--- config.mk ---
export PLATFORM = sky130hd
export DESIGN_NAME = opc_intc
export DESIGN_NICKNAME = d
export VERILOG_FILES = /design/src/rtl/opc_intc.sv
export SDC_FILE = /design/constraint.sdc
export NUM_CORES = 1
export LEC_CHECK = 0
export ABC_CLOCK_PERIOD_IN_PS = 6100
export CAP_MARGIN = 10
export CORE_AREA = 2 2 97 90
export DETAILED_ROUTE_END_ITERATION = 8
export DIE_AREA = 0 0 99 92
export PLACE_DENSITY = 0.52
export SYNTH_ARGS = -nofsm -noshare
export SYNTH_HDL_FRONTEND = slang
export SYNTH_SLANG_ARGS = --single-unit
--- constraint.sdc ---
create_clock -name i_clk -period 6.1 [get_ports i_clk]
set_clock_uncertainty 0.2 [all_clocks]
set_input_delay 1.22 -clock i_clk [delete_from_list [all_inputs] [get_ports i_clk]]
set_output_delay 1.22 -clock i_clk [all_outputs]
set_load 0.01 [all_outputs]
--- src/rtl/opc_intc.sv ---
// ---------------------------------------------------------------------------
// opc_intc -- vectored, priority interrupt controller for the OPC CPU family.
//
// Widens the CPU's int_b input to NUM_IRQ channels. Each channel can be edge
// or level triggered, can be masked, and has nested in-service tracking. The
// ISR reads VECTOR to acknowledge and writes ISR (EOI) to retire.
// Channel 0 has the highest priority.
//
// Ports
//   i_clk    clock, all state changes on the rising edge
//   i_reset  synchronous active-high reset (ignores i_clken)
//   i_clken  clock enable; state frozen while low
//   i_irq    asynchronous interrupt requests, one per channel
//   i_sel    register access select (qualified by CPU vio)
//   i_rnw    1 = read, 0 = write
//   i_addr   register index: 0 PEND, 1 MASK, 2 VECTOR, 3 ISR
//   i_din    write data
//   o_dout   combinational read data, zero when not reading
//   o_irq_b  registered, active-low interrupt request to the CPU
// ---------------------------------------------------------------------------
module opc_intc #(
    parameter int          NUM_IRQ    = 8,
    parameter logic [15:0] EDGE_MASK  = 16'hFFFF,
    parameter logic [15:0] VEC_BASE   = 16'h0100,
    parameter int          VEC_STRIDE = 2
) (
    input  logic               i_clk,
    input  logic               i_reset,
    input  logic               i_clken,
    input  logic [NUM_IRQ-1:0] i_irq,
    input  logic               i_sel,
    input  logic               i_rnw,
    input  logic [1:0]         i_addr,
    input  logic [15:0]        i_din,
    output logic [15:0]        o_dout,
    output logic               o_irq_b
);

    localparam logic [NUM_IRQ-1:0] EDGE   = EDGE_MASK[NUM_IRQ-1:0];
    localparam logic [31:0]        SPUR32 = 32'(VEC_BASE) + 32'(NUM_IRQ * VEC_STRIDE);
    localparam logic [15:0]        SPUR   = SPUR32[15:0];

    localparam logic [1:0] A_PEND = 2'd0;
    localparam logic [1:0] A_MASK = 2'd1;
    localparam logic [1:0] A_VEC  = 2'd2;
    localparam logic [1:0] A_ISR  = 2'd3;

    // Synchroniser chain plus history flop
    logic [NUM_IRQ-1:0] r_s1, r_s2, r_s3;
    // Stored pending bits; only edge channels are ever set here
    logic [NUM_IRQ-1:0] r_pend_e;
    logic [NUM_IRQ-1:0] r_mask;
    logic [NUM_IRQ-1:0] r_isr;
    logic               r_irq_b;

    logic [NUM_IRQ-1:0] w_pend;
    logic [NUM_IRQ-1:0] w_act;
    logic [NUM_IRQ-1:0] w_edge;
    logic [4:0]         w_top;
    logic               w_top_v;
    logic [4:0]         w_cur;
    logic               w_cur_v;
    logic               w_req;
    logic [15:0]        w_vec;
    logic [NUM_IRQ-1:0] w_top_oh;
    logic [NUM_IRQ-1:0] w_cur_oh;
    logic               w_acc;
    logic               w_ack;
    logic               w_wr_pend;
    logic               w_wr_mask;
    logic               w_eoi;
    logic [NUM_IRQ-1:0] w_w1c;
    logic [NUM_IRQ-1:0] w_pend_e_nxt;
    logic [NUM_IRQ-1:0] w_isr_nxt;
    logic               w_unused_din;

    // Upper write-data bits have no destination when NUM_IRQ < 16
    assign w_unused_din = ^i_din;

    // Level channels are pending while the synchronised line is high and the
    // channel is not already in service; they hold no stored state.
    assign w_pend = (r_pend_e & EDGE) | (r_s2 & ~EDGE & ~r_isr);
    assign w_act  = w_pend & r_mask;

    // The edge event is s2 & !s3 as seen after this edge. Using the values
    // that will be loaded into s2/s3 lets pend set on the same edge that s2
    // rises, giving the 2-edge pend / 3-edge irq_b latency.
    assign w_edge = r_s1 & ~r_s2 & EDGE;

    // Lowest-index priority encoders for the active request and in-service
    always_comb begin
        w_top   = '0;
        w_top_v = 1'b0;
        for (int i = NUM_IRQ - 1; i >= 0; i--) begin
            if (w_act[i]) begin
                w_top   = 5'(i);
                w_top_v = 1'b1;
            end
        end
    end

    always_comb begin
        w_cur   = '0;
        w_cur_v = 1'b0;
        for (int i = NUM_IRQ - 1; i >= 0; i--) begin
            if (r_isr[i]) begin
                w_cur   = 5'(i);
                w_cur_v = 1'b1;
            end
        end
    end

    // Only strictly higher priority than the current ISR may nest
    assign w_req    = w_top_v && (!w_cur_v || (w_top < w_cur));
    assign w_vec    = VEC_BASE + 16'(w_top) * 16'(VEC_STRIDE);
    assign w_top_oh = NUM_IRQ'(1) << w_top;
    assign w_cur_oh = NUM_IRQ'(1) << w_cur;

    // Bus strobes; side effects only on an enabled, selected edge
    assign w_acc     = i_clken & i_sel;
    assign w_ack     = w_acc &  i_rnw & (i_addr == A_VEC) & w_req;
    assign w_wr_pend = w_acc & ~i_rnw & (i_addr == A_PEND);
    assign w_wr_mask = w_acc & ~i_rnw & (i_addr == A_MASK);
    assign w_eoi     = w_acc & ~i_rnw & (i_addr == A_ISR) & w_cur_v;

    assign w_w1c = w_wr_pend ? i_din[NUM_IRQ-1:0] : '0;

    // Clears first, then new edge events, so a set on the same edge wins
    always_comb begin
        w_pend_e_nxt = r_pend_e & ~w_w1c;
        if (w_ack) begin
            w_pend_e_nxt = w_pend_e_nxt & ~w_top_oh;
        end
        w_pend_e_nxt = (w_pend_e_nxt | w_edge) & EDGE;
    end

    // A single bus access cannot both acknowledge and retire
    always_comb begin
        w_isr_nxt = r_isr;
        if (w_ack) begin
            w_isr_nxt = r_isr | w_top_oh;
        end else if (w_eoi) begin
            w_isr_nxt = r_isr & ~w_cur_oh;
        end
    end

    always_ff @(posedge i_clk) begin
        if (i_reset) begin
            r_s1     <= '0;
            r_s2     <= '0;
            r_s3     <= '0;
            r_pend_e <= '0;
            r_mask   <= '0;
            r_isr    <= '0;
            r_irq_b  <= 1'b1;
        end else if (i_clken) begin
            r_s1     <= i_irq;
            r_s2     <= r_s1;
            r_s3     <= r_s2;
            r_pend_e <= w_pend_e_nxt;
            if (w_wr_mask) begin
                r_mask <= i_din[NUM_IRQ-1:0];
            end
            r_isr    <= w_isr_nxt;
            // Registered from pre-edge state: ack/EOI shows up one edge later
            r_irq_b  <= ~w_req;
        end
    end

    assign o_irq_b = r_irq_b;

    // The VECTOR value is computed from the same pre-edge state that drives
    // the acknowledge update, so the returned vector always matches it.
    always_comb begin
        o_dout = 16'h0000;
        if (i_sel && i_rnw) begin
            case (i_addr)
                A_PEND:  o_dout = 16'(w_pend);
                A_MASK:  o_dout = 16'(r_mask);
                A_VEC:   o_dout = w_req ? w_vec : SPUR;
                A_ISR:   o_dout = 16'(r_isr);
                default: o_dout = 16'h0000;
            endcase
        end
    end

    // r_s3 is the edge-history flop; the edge term reads its next value (r_s2)
    logic w_unused_s3;
    assign w_unused_s3 = ^r_s3;

endmodule

### Yosys cells after proc, flatten, opt, wreduce, memory -nomap -nowiden

Index checks and enable logic that the tools add are counted.

* bits in registers: 41
* bits of input ports: 31
* output and inout bits: 17
* logic and storage cells: 82

* add/sub/neg operators: 1
* magnitude comparators: 1
* equal/unequal tests: 3
* shifts and indexed selects: 2
* muxes and demuxes: 39
* bitwise logic cells: 22
* reduce and logical (&&, ||, !) cells: 8

Operators by type and width (number)
* one-hot mux 16 bit (4 select lines): 1
* two-way mux 5 bit: 11
* bitwise AND 8 bit: 5
* two-way mux 8 bit: 4
* inverter 8 bit: 4
* two-way mux 1 bit: 16
* two-way mux 16 bit: 1
* OR 8 bit: 2
* left shift 1 x 5 -> 8 bit, first input constant: 2
* two-way mux 3 bit: 5
* adder 9 x 6 -> 10 bit, first input constant: 1
* two-way mux 10 bit: 1
* bitwise AND 1 bit: 9
* < comparator 5 bit: 1
* equality test 2 bit, second input constant: 2
* AND reduction 2 bit: 2
* equality test 2 x 1 -> 1 bit, second input constant: 1
* logical AND 1 bit: 2
* zero test 2 bit: 1
* inverter 1 bit: 2
* nonzero test 2 bit: 1
* zero test 1 bit: 1
* logical OR 1 bit: 1

### Longest topological paths before layout

* depth in word-level cells: 15
* mapped depth: 11
* mapped depth without buffers: 11

### Worst setup path after synthesis

Ideal clock, no wire load.

* kind: input to output
* start: in i_addr[0]
* end: out o_dout[3]
* arrival: 2.353 ns
* data required time: 4.680 ns
* setup slack: 2.327 ns
* stages on the path: 5
* path buffers: 1
* path through: clkbuf_1 -> mux2_2 -> o21ai_0 -> or3b_2 -> o21ai_1

* cells in the longest elaborated chain, start to end: 3
* elaborated cells on any way between the ends: 6
* classes of those cells: 3 x eq/ne; 2 x mux; 1 x reduce/logical

RTL lines
* start: declaration: RTL line 33 `input logic [1:0] i_addr,`
* equality test 2 bit (tied with other cells): RTL line 177 `case (i_addr)`
* one-hot mux 16 bit (4 select lines) (*): RTL line 177
* two-way mux 16 bit (*): RTL line 176 `if (i_sel && i_rnw) begin`
* end: declaration: RTL line 35 `output logic [15:0] o_dout,`

Every way passes the cells marked *; elsewhere a longest branch is shown, timed or not. The select of a mux whose other input is x is not followed.

### Worst setup path in the final report

* start: in i_addr[1]
* end: out o_dout[3]

Same word-level chain as after synthesis.

==> parameters.txt <==
Parameter                              Value

Routing
  Wire length after detailed routing    6400 µm
  Via density per instance    5.17
  Number of design-rule violations left by the first detailed-router iteration    155
  Detailed-route via count    2193
  DR WL/cell    15.1 µm
  Detailed-route DRC error count    0
  Antenna Nets Post-Route    0
  Drt pass-1 iters    4

Synth
  Area leader, netlist    sky130_fd_sc_hd__dfxtp_1
  Most frequent cells after synthesis    sky130_fd_sc_hd__dfxtp_1, sky130_fd_sc_hd__nor2_1, sky130_fd_sc_hd__nand2_1
  Post-synthesis register bit count    41
  Average size of a mapped cell    8.07 µm²
  Sequential area share after synthesis    34.5%
  Dominant cells by area after synthesis    sky130_fd_sc_hd__dfxtp_1, sky130_fd_sc_hd__mux2i_1, sky130_fd_sc_hd__nor2_1, sky130_fd_sc_hd__nand2_1, sky130_fd_sc_hd__a21oi_1
  Most used standard cell by instance count after synthesis    sky130_fd_sc_hd__dfxtp_1
  Share of the synthesized area in the top cell type    34.5%
  Number of enable-type register cells in the synthesized netlist    0
  Distinct cells, synth    60
  Commonest register cell after synthesis    sky130_fd_sc_hd__dfxtp_1
  Number of synthesis warnings    0
  Fraction of registers with async set/reset    0%
  Post-Syn Area    0.00238 mm²
  Post-Synthesis Cells    295

Place
  GPL Wtd Cong    0.835
  Worst setup slack after placement    1.21 ns
  Number of instances in the placed design    416
  Number of buffer cells added on primary ports    32
  Post-DP Area    0.00277 mm²
  Final HPWL DP    4700 µm

Setup path
  Critical path launch point type    input pin
  Most used cell along the critical path    sky130_fd_sc_hd__clkdlybuf4s50_1
  Worst setup slack for register-to-register paths    3.26 ns
  Element type at the critical path end    output port
  Worst EP required    4.68 ns
  Series of cell instances along the critical path    clkdlybuf4s50_1 > o21ai_0 > or3b_2 > o21ai_1 > clkdlybuf4s50_1
  Type of the setup path with the least slack    input pin to output port
  Highest net fanout along the worst path    16
  Arrival time of the worst setup path    3.46 ns
  Biggest cell delay along the critical path    0.83 ns
  R2r worst-path depth    7
  Library cell contributing the largest single delay on the critical path    sky130_fd_sc_hd__clkdlybuf4s50_1

Layout
  Share of final-layout standard cells stronger than drive strength 1    7.45%
  Area growth from synthesis to layout    20.8%
  Count of non-filler cells in the finished layout    424
  Final standard cell area without fillers    0.00288 mm²
  Net count of the finished layout    354
  Antenna Diode Count    0

Clock tree
  Clock tree sinks    41
  Number of instances resized during post-cts repair    0
  Largest buffer count on any clock path    2
  Clock slew at the register clock pins of the worst setup and hold paths    0.08 ns
  Later-pin clock latency in the skew report    0.30 ns
  Post-CTS Repair Setup Buffers    0
  TritonCTS Buffers    5
  Clock tree from TritonCTS    yes
  Number of H-tree levels    2
  Number of buffers added to fix hold violations after cts    0
  CTS Root Buffer Type    sky130_fd_sc_hd__clkbuf_8

Floorplan
  CORE AREA    0.00821 mm²
  Die height    92 µm
  Floorplan die area    0.00911 mm²
  Die X    99 µm
  I/O pin count    48
  Number of rows created at floorplan    32
  Initial core utilization    29.0%

Worst hold path
  Worst hold path class    register to register
  Cell count of the worst hold path    2

Timing
  Final setup violation count    0
  Final setup margin    1.22 ns
  Fmax    205 MHz
  Part of the cycle the worst path needs    79.9%
  Number of pins exceeding their max-slew limit in the final report    0
  Unrepaired setup endpoints after global routing    no
  Final period demand of the worst path    4.88 ns
  Hold Violations, Final    0
  Worst rel slew slack    37.9%
  Pin slew with the least headroom to its limit    0.919 ns
  Total negative slack    0 ns

Power and ir drop
  Worst vdd rail ir drop    79.8 µV
  Leakage Power    1.06 nW
  PD cells    203 mW/mm²

GRT
  Initial antenna violation count    0
  Global-route wire length before repair    10100 µm
  Vias in the first global route    1941
  Grt total ovfl    0
  Largest net degree at the start of global routing    41
  GRT Overall Usage    14.2%

Flow run
  Number of max-cap violations    0

Status
  Status    finished clean
[logic make-up after synthesis]
| logic type | Yosys count | share of synthesized area (%) |
|---|---|---|
| buf+inv | 36 | 7.46 |
| compound gates | 72 | 20.1 |
| fa+ha+maj | 2 | 1.05 |
| flops | 41 | 34.5 |
| simple gates | 113 | 24.1 |
| mux | 30 | 12.7 |
| other cells | 1 | 0.157 |
[final timing paths]
kind	from	to
hold / removal	r_s2[5]$_SDFFE_PP0P_	r_s2[5]$_SDFFE_PP0P_
setup reg to reg	r_isr[0]$_SDFFE_PP0P_	r_isr[6]$_SDFFE_PP0P_
hold reg to reg	r_s2[5]$_SDFFE_PP0P_	r_s2[5]$_SDFFE_PP0P_
setup / recovery	i_addr[1]	o_dout[3]
[metrics by stage]
step | util [%] | hold slack (ns) | power (W)
2_1_floorplan | - | 0.251 | 0.000336
3_3_place_gp | 33.7 | 0.264 | 0.000364
3_5_place_dp | 33.7 | 0.276 | 0.000366
4_1_cts | 35.0 | 0.298 | 0.000590
5_1_grt | 35.0 | 0.315 | 0.000611
6_report | 35.0 | 0.293 | 0.000584
[metal layers]
layer	up-vias	routed length [µm]	track usage [%]	share of wire [%]
li1	1099	-	-	-
met1	1033	3200	20.7	50
met2	52	2830	21.0	44
met3	9	264	2.59	4.1
met4	0	96	4.79	1.5
met5	-	0	0	0
[power breakdown]
part           internal (W)  leakage (nW)  total [W]  switching, W
clock network      0.000123        0.0554   0.000225      0.000102
registers          0.000278         0.335   0.000288    0.00000974
logic             0.0000344         0.668  0.0000715     0.0000371
[final cells by class]
class,instances,area (µm²)
Clock buffer,6,72.6
Clock inverter,2,38.8
Fill cell,873,5330
Inverter,13,48.8
Multi-Input combinational cell,224,1420
Sequential cell,41,821
Tap cell,102,128
Timing Repair Buffer,36,350
[cells in the final DEF (no fill, tap or decap), drive strengths merged, types with 3 or more instances in the layout]
cell type,Yosys,routed
nor4,3,3
conb,1,7
nor2b,3,3
o21ai,19,19
and3,4,4
nand3,3,3
mux2i,28,28
o21a,3,3
clkdlybuf4s50,0,32
a221oi,3,3
a22oi,3,3
clkbuf,10,6
and2,3,3
a21oi,19,19
nor3,11,11
nand2,31,31
inv,13,13
nand4,3,3
nor2,40,40
a31oi,3,3
nand2b,3,3
dfxtp,41,41
buf,13,4
[sequential cells by signal, indices dropped and copies added (netlist names)]
name	flops
r_mask	8
r_s1	8
r_s2	8
o_irq_b	1
r_isr	8
r_pend_e	8
[worst max-delay path, delay by kind of cell]
family	cells	cell delay (ns)
buf+inv	2	1.38
compound gates	2	0.36
simple gates	1	0.49
(Power assumes the default switching activity.)
